==> src/rtl/fetch_queue.sv <==
// Circular instruction buffer between fetch and decode.
// Holds {instruction, pc, branch_taken} entries; flush drops everything buffered.
module fetch_queue #(
    parameter int DEPTH            = 4,
    parameter int INSTRUCTION_SIZE = 32,
    parameter int ADDR_SIZE        = 64
) (
    input  logic                          clk,
    input  logic                          rst_n,
    input  logic                          flush,
    input  logic                          in_valid,
    output logic                          in_ready,
    input  logic [INSTRUCTION_SIZE-1:0]   in_instruction,
    input  logic [ADDR_SIZE-1:0]          in_pc,
    input  logic                          in_branch_taken,
    output logic                          out_valid,
    input  logic                          out_ready,
    output logic [INSTRUCTION_SIZE-1:0]   out_instruction,
    output logic [ADDR_SIZE-1:0]          out_pc,
    output logic                          out_branch_taken,
    output logic [$clog2(DEPTH+1)-1:0]    count
);

    localparam int PTR_W = $clog2(DEPTH);
    localparam int CNT_W = $clog2(DEPTH+1);

    logic [INSTRUCTION_SIZE-1:0] r_instr [DEPTH];
    logic [ADDR_SIZE-1:0]        r_pc    [DEPTH];
    logic                        r_bt    [DEPTH];

    logic [PTR_W-1:0] r_head;
    logic [PTR_W-1:0] r_tail;
    logic [CNT_W-1:0] r_count;

    logic w_push;
    logic w_pop;
    logic w_wr;

    // Handshake: a transfer happens on a rising edge where valid && ready.
    // in_ready depends only on occupancy, never on out_ready, so a full
    // queue refuses a push even when a pop occurs in the same cycle.
    assign in_ready  = (r_count != CNT_W'(DEPTH));
    assign out_valid = (r_count != '0);
    assign w_push    = in_valid && in_ready;
    assign w_pop     = out_valid && out_ready;
    assign w_wr      = w_push && !flush;
    assign count     = r_count;

    // Empty queue presents all-zero fields, which decode as a no-op.
    assign out_instruction  = out_valid ? r_instr[r_head] : '0;
    assign out_pc           = out_valid ? r_pc[r_head]    : '0;
    assign out_branch_taken = out_valid ? r_bt[r_head]    : 1'b0;

    always_ff @(posedge clk or negedge rst_n) begin
        if (!rst_n) begin
            r_head  <= '0;
            r_tail  <= '0;
            r_count <= '0;
        end else if (flush) begin
            r_head  <= '0;
            r_tail  <= '0;
            r_count <= '0;
        end else begin
            if (w_push) begin
                r_tail <= r_tail + PTR_W'(1);
            end
            if (w_pop) begin
                r_head <= r_head + PTR_W'(1);
            end
            case ({w_push, w_pop})
                2'b10:   r_count <= r_count + CNT_W'(1);
                2'b01:   r_count <= r_count - CNT_W'(1);
                default: r_count <= r_count;
            endcase
        end
    end

    // Storage carries no reset; its contents are meaningless outside head..tail.
    always_ff @(posedge clk) begin
        if (w_wr) begin
            r_instr[r_tail] <= in_instruction;
            r_pc[r_tail]    <= in_pc;
            r_bt[r_tail]    <= in_branch_taken;
        end
    end

endmodule

==> config.mk <==
export PLATFORM = sky130hd
export DESIGN_NAME = fetch_queue
export DESIGN_NICKNAME = d
export VERILOG_FILES = /design/src/rtl/fetch_queue.sv
export SDC_FILE = /design/constraint.sdc
export NUM_CORES = 1
export LEC_CHECK = 0
export CORE_MARGIN = 2
export CORE_UTILIZATION = 45
export CTS_BUF_LIST = sky130_fd_sc_hd__clkbuf_4 sky130_fd_sc_hd__clkbuf_8
export CTS_CLUSTER_SIZE = 12
export DETAILED_ROUTE_END_ITERATION = 7
export PLACE_DENSITY_LB_ADDON = 0.1
export SLEW_MARGIN = 20
export SYNTH_ARGS = -nofsm -noshare
export SYNTH_HDL_FRONTEND = slang
export SYNTH_SLANG_ARGS = --single-unit
export TNS_END_PERCENT = 30
==> constraint.sdc <==
create_clock -name clk -period 10.3 [get_ports clk]
set_clock_uncertainty 0.15 [all_clocks]
set_input_delay 2.575 -clock clk [delete_from_list [all_inputs] [get_ports clk]]
set_output_delay 2.575 -clock clk [all_outputs]
set_load 0.005 [all_outputs]
==> results.md, run 1 <==
* Ys Warns at 0
* Yosys cell types at 30
* Slew @ Worst Pin at 0.909 ns
* CTS resizes at 0
* Critical path fanouts, max at 50
* Final setup fails at 0
* Die W at 188 um
* Htree depth at 2
* Total internal power at approximately 2.8 mW
* Hold-critical path depth at 2
* Worst setup endpoint: out_instruction[25]
* Slew Limit Fails at 0
* Die area at 0.0352 sq mm
* All-Layer GR Usage at 17.8%
* Worst R2R End: r_pc[0][62]$_DFFE_PP_
* F_max at roughly 160 MHz
* VDD IR max at just over 0.1 mV
* CTS tree: yes
* Area Overhead vs Synth at 24.2%
* Max Cap Viol at 0
* First-pass GRT wire length at between 40000 and 50000 um
* Sw Share at ~22%
* Grt ovf at 0
* Final TNS setup at 0 ns
* Path depth of the worst reg2reg path at 5
* Row count at 67
* Synth Flop Type: edfxtp_1
* FILL cells at 2597
* Post-synth EDFFs at slightly below 400
* Iteration-0 DRC Markers at approximately 450
* Placement Cell Area at 0.0176 sq mm
* Tightest Hold Check Type: flip-flop to flip-flop
* Status: finished, final reports clean
* Total number of vias at between 7000 and 8000
* Final antenna-violating net count at 0
* Post-Syn Area per Cell at roughly 22 sq um
* Logic gate share of total power at approximately 15%
* WP data required at roughly 7.6 ns
* Place WS at 4.05 ns
* Initial antenna violation count at 5
* Yosys top cell area share at roughly three quarters
* Largest area contributor in the netlist: edfxtp_1
* CTS hold repair buffers at 0
* R2R Setup Slk at about 7.1 ns
* Post-DR wirelength/cell at between 20 and 25 um
* Slew headroom at 39.4%
* Routed wire length at ~30000 um
* Final hold vios at 0
* Fin crit period at 6.27 ns
* Worst setup margin at ~4.0 ns
* Worst-skew pair later-pin latency at 0.59 ns
* Clk slew on worst S/H paths at ~0.060 ns
* Core area at roughly 0.033 sq mm
* Final worst-path cycle share at between 60% and 70%
* Syn Std Cell Area at 0.0152 sq mm
* Setup CP Type: flip-flop to primary output
* Final instance area at between 0.015 and 0.02 sq mm
* Cells after Synth at 680
* Ports at about 200
* Crit end category: primary output
* Number of synthesized register bits at just under 400
* CTS buffer count at 60
* Sequential area share after synthesis at 78.0%
* Ratio of cells with drive above 1 in the final layout at ~21%
* Postcts setup bufs at 0
* Final nets at a little over 1000
* Final design utilization at ~56%
* CTS sink cnt at roughly 400
* Total iterations of the first detailed-routing run at 7
* Vias in the first global route at slightly above 8000
* Die Height at around 190 um
* Initial core utilization at between 40% and 50%
* FF-to-FF Start: count[1]$_DFFE_PN0P_
* Root buf cell: clkbuf_8
* Static leakage at 5.96 nW
* Min Hold Slack at 0.441 ns
* Post-Syn Nets at about 800
* Post-synth ARST share at ~1.8%
* Via density at 5.25
* CP Launch Type: flip-flop
* Max Root-Sink Buffers at 3
* Largest net degree at the start of global routing at around 100
* Setup repair after global routing missed its margin: no
* Port Buffer Count at a little over 200
* Worst setup path startpoint: r_head[0]$_DFFE_PN0P_
* Sequential share of power at roughly half
* Power per cell area at ~190 mW/mm^2
* Clock network power share at approximately a third
* Placer Congestion at 0.712
* Worst Path Arrival at roughly 3.5 ns
* Top cells by area, synth: edfxtp_1 77%, mux4_2 14%, and2_1 4.2%
* Sw Pwr at about 0.81 mW
* Drc violations at 0
* Final HPWL from detailed placement at 17400 um
## placed cells by master (no fill, tap or decap), drive strengths merged
| cell | Yosys | final |
|---|---|---|
| a2111oi | 1 | 1 |
| a21o | 1 | 1 |
| a21oi | 5 | 5 |
| a221oi | 1 | 1 |
| a32oi | 1 | 1 |
| and2 | 101 | 101 |
| buf | 21 | 8 |
| bufinv | 0 | 1 |
| clkbuf | 17 | 85 |
| clkdlybuf4s50 | 0 | 203 |
| clkinv | 0 | 19 |
| dfrtp | 7 | 7 |
| diode | 0 | 1 |
| edfxtp | 388 | 388 |
| fa | 1 | 1 |
| ha | 4 | 4 |
| inv | 4 | 5 |
| mux4 | 97 | 97 |
| nand2 | 7 | 7 |
| nand2b | 1 | 1 |
| nand3 | 2 | 2 |
| nand3b | 2 | 2 |
| nor2 | 5 | 5 |
| o211ai | 1 | 1 |
| o21ai | 2 | 2 |
| o221ai | 1 | 1 |
| o22ai | 1 | 1 |
| o311ai | 1 | 1 |
| or3 | 2 | 2 |
| or3b | 2 | 2 |
| xnor2 | 1 | 1 |
| xor2 | 3 | 3 |
## metal layers
metal  track usage, %  share of wire (%)
met5                0               0.21
met4             4.94                1.8
met2             29.1                 49
met3             5.78                7.5
met1             22.9                 42
## state kept, by name (all words and copies together) (netlist names)
register	cells
r_pc	256
r_instr	128
r_bt	4
count	3
r_head	2
r_tail	2
## metrics by stage
step	power [mW]	std cells
floorplan	2.15	680
global placement	2.41	1299
detailed placement	2.42	1299
CTS	3.66	1405
global route	3.77	1407
finish	3.61	1408
## Yosys cell counts (3+ instances only)
library cell,n
a21oi_1,5
inv_1,4
and2_1,101
dfrtp_1,7
mux4_2,97
xor2_1,3
nor2_1,5
buf_2,17
clkbuf_1,17
edfxtp_1,388
nand2_1,7
ha_1,4
## kinds of logic after synthesis
family                     count (synthesis)  synth area share (%)
AOI/OAI and AO/OA                         15                 0.660
DFF                                      395                  78.0
adders and majority gates                  5                 0.462
muxes                                     97                  14.4
and+or+nand+nor                          122                  4.87
buffers and inverters                     42                  1.43
xor gates and xnor gates                   4                 0.231
## worst min path at each step
stage,from,endpoint
final,r_tail[1]$_DFFE_PN0P_,r_tail[1]$_DFFE_PN0P_
after floorplan,r_tail[1]$_DFFE_PN0P_,r_tail[1]$_DFFE_PN0P_
after CTS,r_tail[1]$_DFFE_PN0P_,r_tail[1]$_DFFE_PN0P_
after global placement,r_tail[1]$_DFFE_PN0P_,r_tail[1]$_DFFE_PN0P_
after global routing,r_tail[1]$_DFFE_PN0P_,r_tail[1]$_DFFE_PN0P_
after detailed placement,r_tail[1]$_DFFE_PN0P_,r_tail[1]$_DFFE_PN0P_
## cell type report
class / count / area (sq um) / area share (%)
multi-input cells: 243 / 3140 / 16.7
diodes: 1 / 2.50 / 0.0133
well taps: 448 / 561 / 2.98
clock buffers: 85 / 1030 / 5.45
clock inverters: 21 / 120 / 0.638
inverters: 4 / 15.0 / 0.0797
flip-flops and latches: 395 / 11800 / 62.8
repair buffers: 211 / 2140 / 11.3
## critical path: stages (launching register included)
cell and delay [ns]:
dfrtp_4 0.67, buf_16 0.30, buf_6 0.63, mux4_2 0.60, and2_1 0.21, clkdlybuf4s50_1 0.46
## power groups by stage
stage	Sequential, mW	Clock (mW)	Combinational, mW
final	1.85	1.23	0.534
after global routing	1.86	1.33	0.578
after CTS	1.87	1.27	0.523
after detailed placement	1.90	0	0.520
after global placement	1.90	0	0.516
after floorplan	1.87	0	0.276
(Power assumes the default switching activity.)
==> run 2: changes to the inputs <==
==> constraint.sdc (replaced) <==
create_clock -name clk -period 5.4 [get_ports clk]
set_clock_uncertainty 0.15 [all_clocks]
set_input_delay 1.35 -clock clk [delete_from_list [all_inputs] [get_ports clk]]
set_output_delay 1.35 -clock clk [all_outputs]
set_load 0.005 [all_outputs]
==> results.md, run 2 (same netlist as run 1, synthesis figures left out) <==
* Status: finished, final reports clean
* Slew headroom at between 50% and 60%
* WP data required at 3.90 ns
* Placement Cell Area at about 0.018 sq mm
* Clock network power share at a little over a third
* Ports at between 200 and 250
* CTS tree: yes
* Final instance area at approximately 0.019 sq mm
* Slew Limit Fails at 0
* CTS resizes at 0
* Slowest cell on crit path: dfrtp_4
* Max Cap Viol at 0
* Drc violations at 0
* Sw Pwr at 1.55 mW
* Final antenna-violating net count at 0
* Sw Share at 22.1%
* CP Launch Type: flip-flop
* Postcts setup bufs at 0
* Area Overhead vs Synth at 25.1%
* Worst path bufs/invs at 2
* Post-DR wirelength/cell at ~22 um
* Diodes inserted at 0
* Total internal power at approximately 5.5 mW
* Power per cell area at around 370 mW/mm^2
* Tightest Hold Check Type: flip-flop to flip-flop
* Initial antenna violation count at 1
* Via density at 5.20
* Final worst-path cycle share at a little over four fifths
* Routed wire length at ~30000 um
* Die Height at around 190 um
* F_max at ~220 MHz
* CTS hold repair buffers at 0
* Core area at about 0.033 sq mm
* Final nets at about 1000
* FILL cells at about 2600
* Top delay family on crit path: buffers and inverters
* Iteration-0 DRC Markers at approximately 400
* Dpl cells at between 1000 and 1500
* Multi-input combinational cell area at between 0.003 and 0.004 sq mm
* Fin crit period at between 4 and 5 ns
* Largest Register: r_pc
* Initial core utilization at a little under half
* All-Layer GR Usage at 17.6%
* Static leakage at 6.02 nW
* Largest net degree at the start of global routing at just over 100
* Max Root-Sink Buffers at 3
* Final hold vios at 0
* Vias in the first global route at 8142
* Placer Congestion at 0.734
* Htree depth at 2
* Final TNS setup at 0 ns
* Most common cell after layout, fill and taps aside: edfxtp_1
* Worst setup margin at around 0.9 ns
* Critical path fanouts, max at 23
* CTS sink cnt at between 300 and 400
* Port Buffer Count at ~200
* CTS buffer count at 61
* Reg area at between 0.01 and 0.015 sq mm
* Most frequent cells in the layout: 388 x edfxtp_1, 203 x clkdlybuf4s50_1, 97 x mux4_2, 97 x and2_1, 62 x clkbuf_8
* Sequential share of power at approximately half
* Worst Path Arrival at ~3 ns
* Worst-skew pair later-pin latency at 0.58 ns
* Logic gate share of total power at 14.5%
* Total number of vias at about 7300
* Row count at 67
* Largest regs: r_pc x256, r_instr x128, r_bt x4
* Slowest stage delay, CP at around 0.74 ns
* Critical-path cell list: buf_4, mux4_2, and2_1, clkdlybuf4s50_1
* Final setup fails at 0
* Total iterations of the first detailed-routing run at 5
* Final HPWL from detailed placement at 18100 um
* Min Hold Slack at 0.457 ns
* Ratio of cells with drive above 1 in the final layout at between 20 and 25%
* Slew @ Worst Pin at ~0.72 ns
* First-pass GRT wire length at 47100 um
* Die area at between 0.03 and 0.04 sq mm
* VDD IR max at 0.202 mV
* Place WS at about 1.3 ns
* Setup repair after global routing missed its margin: no
* Max FFs per register at roughly 260
* Finished Layout Cells at between 1000 and 1500
* Die W at 188 um
* Grt ovf at 0
* Clk slew on worst S/H paths at roughly 0.070 ns
* Crit end category: primary output
* Setup CP Type: flip-flop to primary output
* Root buf cell: clkbuf_8
==> run 2: cell count changes in the layout (fill, tap and decap cells not counted), sizes merged <==
cell	delta
clkbuf	-4
buf	+7
bufinv	+3
diode	-1
==> run 2: layout make-up <==
class	count	share of cell area, %
inverters	4	0.0791
clock buffers	81	5.25
flip-flops and latches	395	62.4
well taps	448	2.95
clock inverters	24	1.09
repair buffers	218	11.7
multi-input cells	243	16.6
==> run 2: metrics by stage <==
stage / total power [mW] / utilization (%)
floorplan: 4.10 / -
global placement: 4.61 / 53.2
detailed placement: 4.64 / 53.2
CTS: 7.11 / 56.8
global route: 7.32 / 56.9
finish: 7.01 / 56.9
==> run 2: final timing paths <==
check | from | slack [ns] | depth (start not counted) | end
min reg2reg | r_tail[1]$_DFFE_PN0P_ | 0.46 | 2 | r_tail[1]$_DFFE_PN0P_
min | r_tail[1]$_DFFE_PN0P_ | 0.46 | 2 | r_tail[1]$_DFFE_PN0P_
max reg2reg | count[1]$_DFFE_PN0P_ | 2.72 | 5 | r_pc[3][5]$_DFFE_PP_
max | r_head[0]$_DFFE_PN0P_ | 0.89 | 4 | out_pc[14]
min in group asynchronous | rst_n | 0.89 | 1 | r_tail[1]$_DFFE_PN0P_
max in group asynchronous | rst_n | 3.92 | 1 | r_head[0]$_DFFE_PN0P_
==> run 2: routing by layer <==
metal | up-vias | GRT usage [%] | share of wire (%)
met3 | 51 | 4.40 | 7.1
li1 | 3261 | - | -
met5 | - | 0 | 0.036
met2 | 265 | 29.9 | 50
met1 | 3763 | 22.6 | 41
met4 | 2 | 5.09 | 2.0
==> run 2: tightest hold or removal path, delay by kind of cell (launching register included) <==
| family | cells | cell delay [ns] |
|---|---|---|
| compound gates | 1 | 0.06 |
| flops | 1 | 0.43 |
| simple gates | 1 | 0.08 |
==> run 2: power by group through the flow <==
stage | sequential, mW | clock [mW] | combinational (mW)
CTS | 3.54 | 2.53 | 1.04
global placement | 3.60 | 0 | 1.02
detailed placement | 3.61 | 0 | 1.03
finish | 3.54 | 2.46 | 1.01
global route | 3.55 | 2.67 | 1.10
floorplan | 3.58 | 0 | 0.526
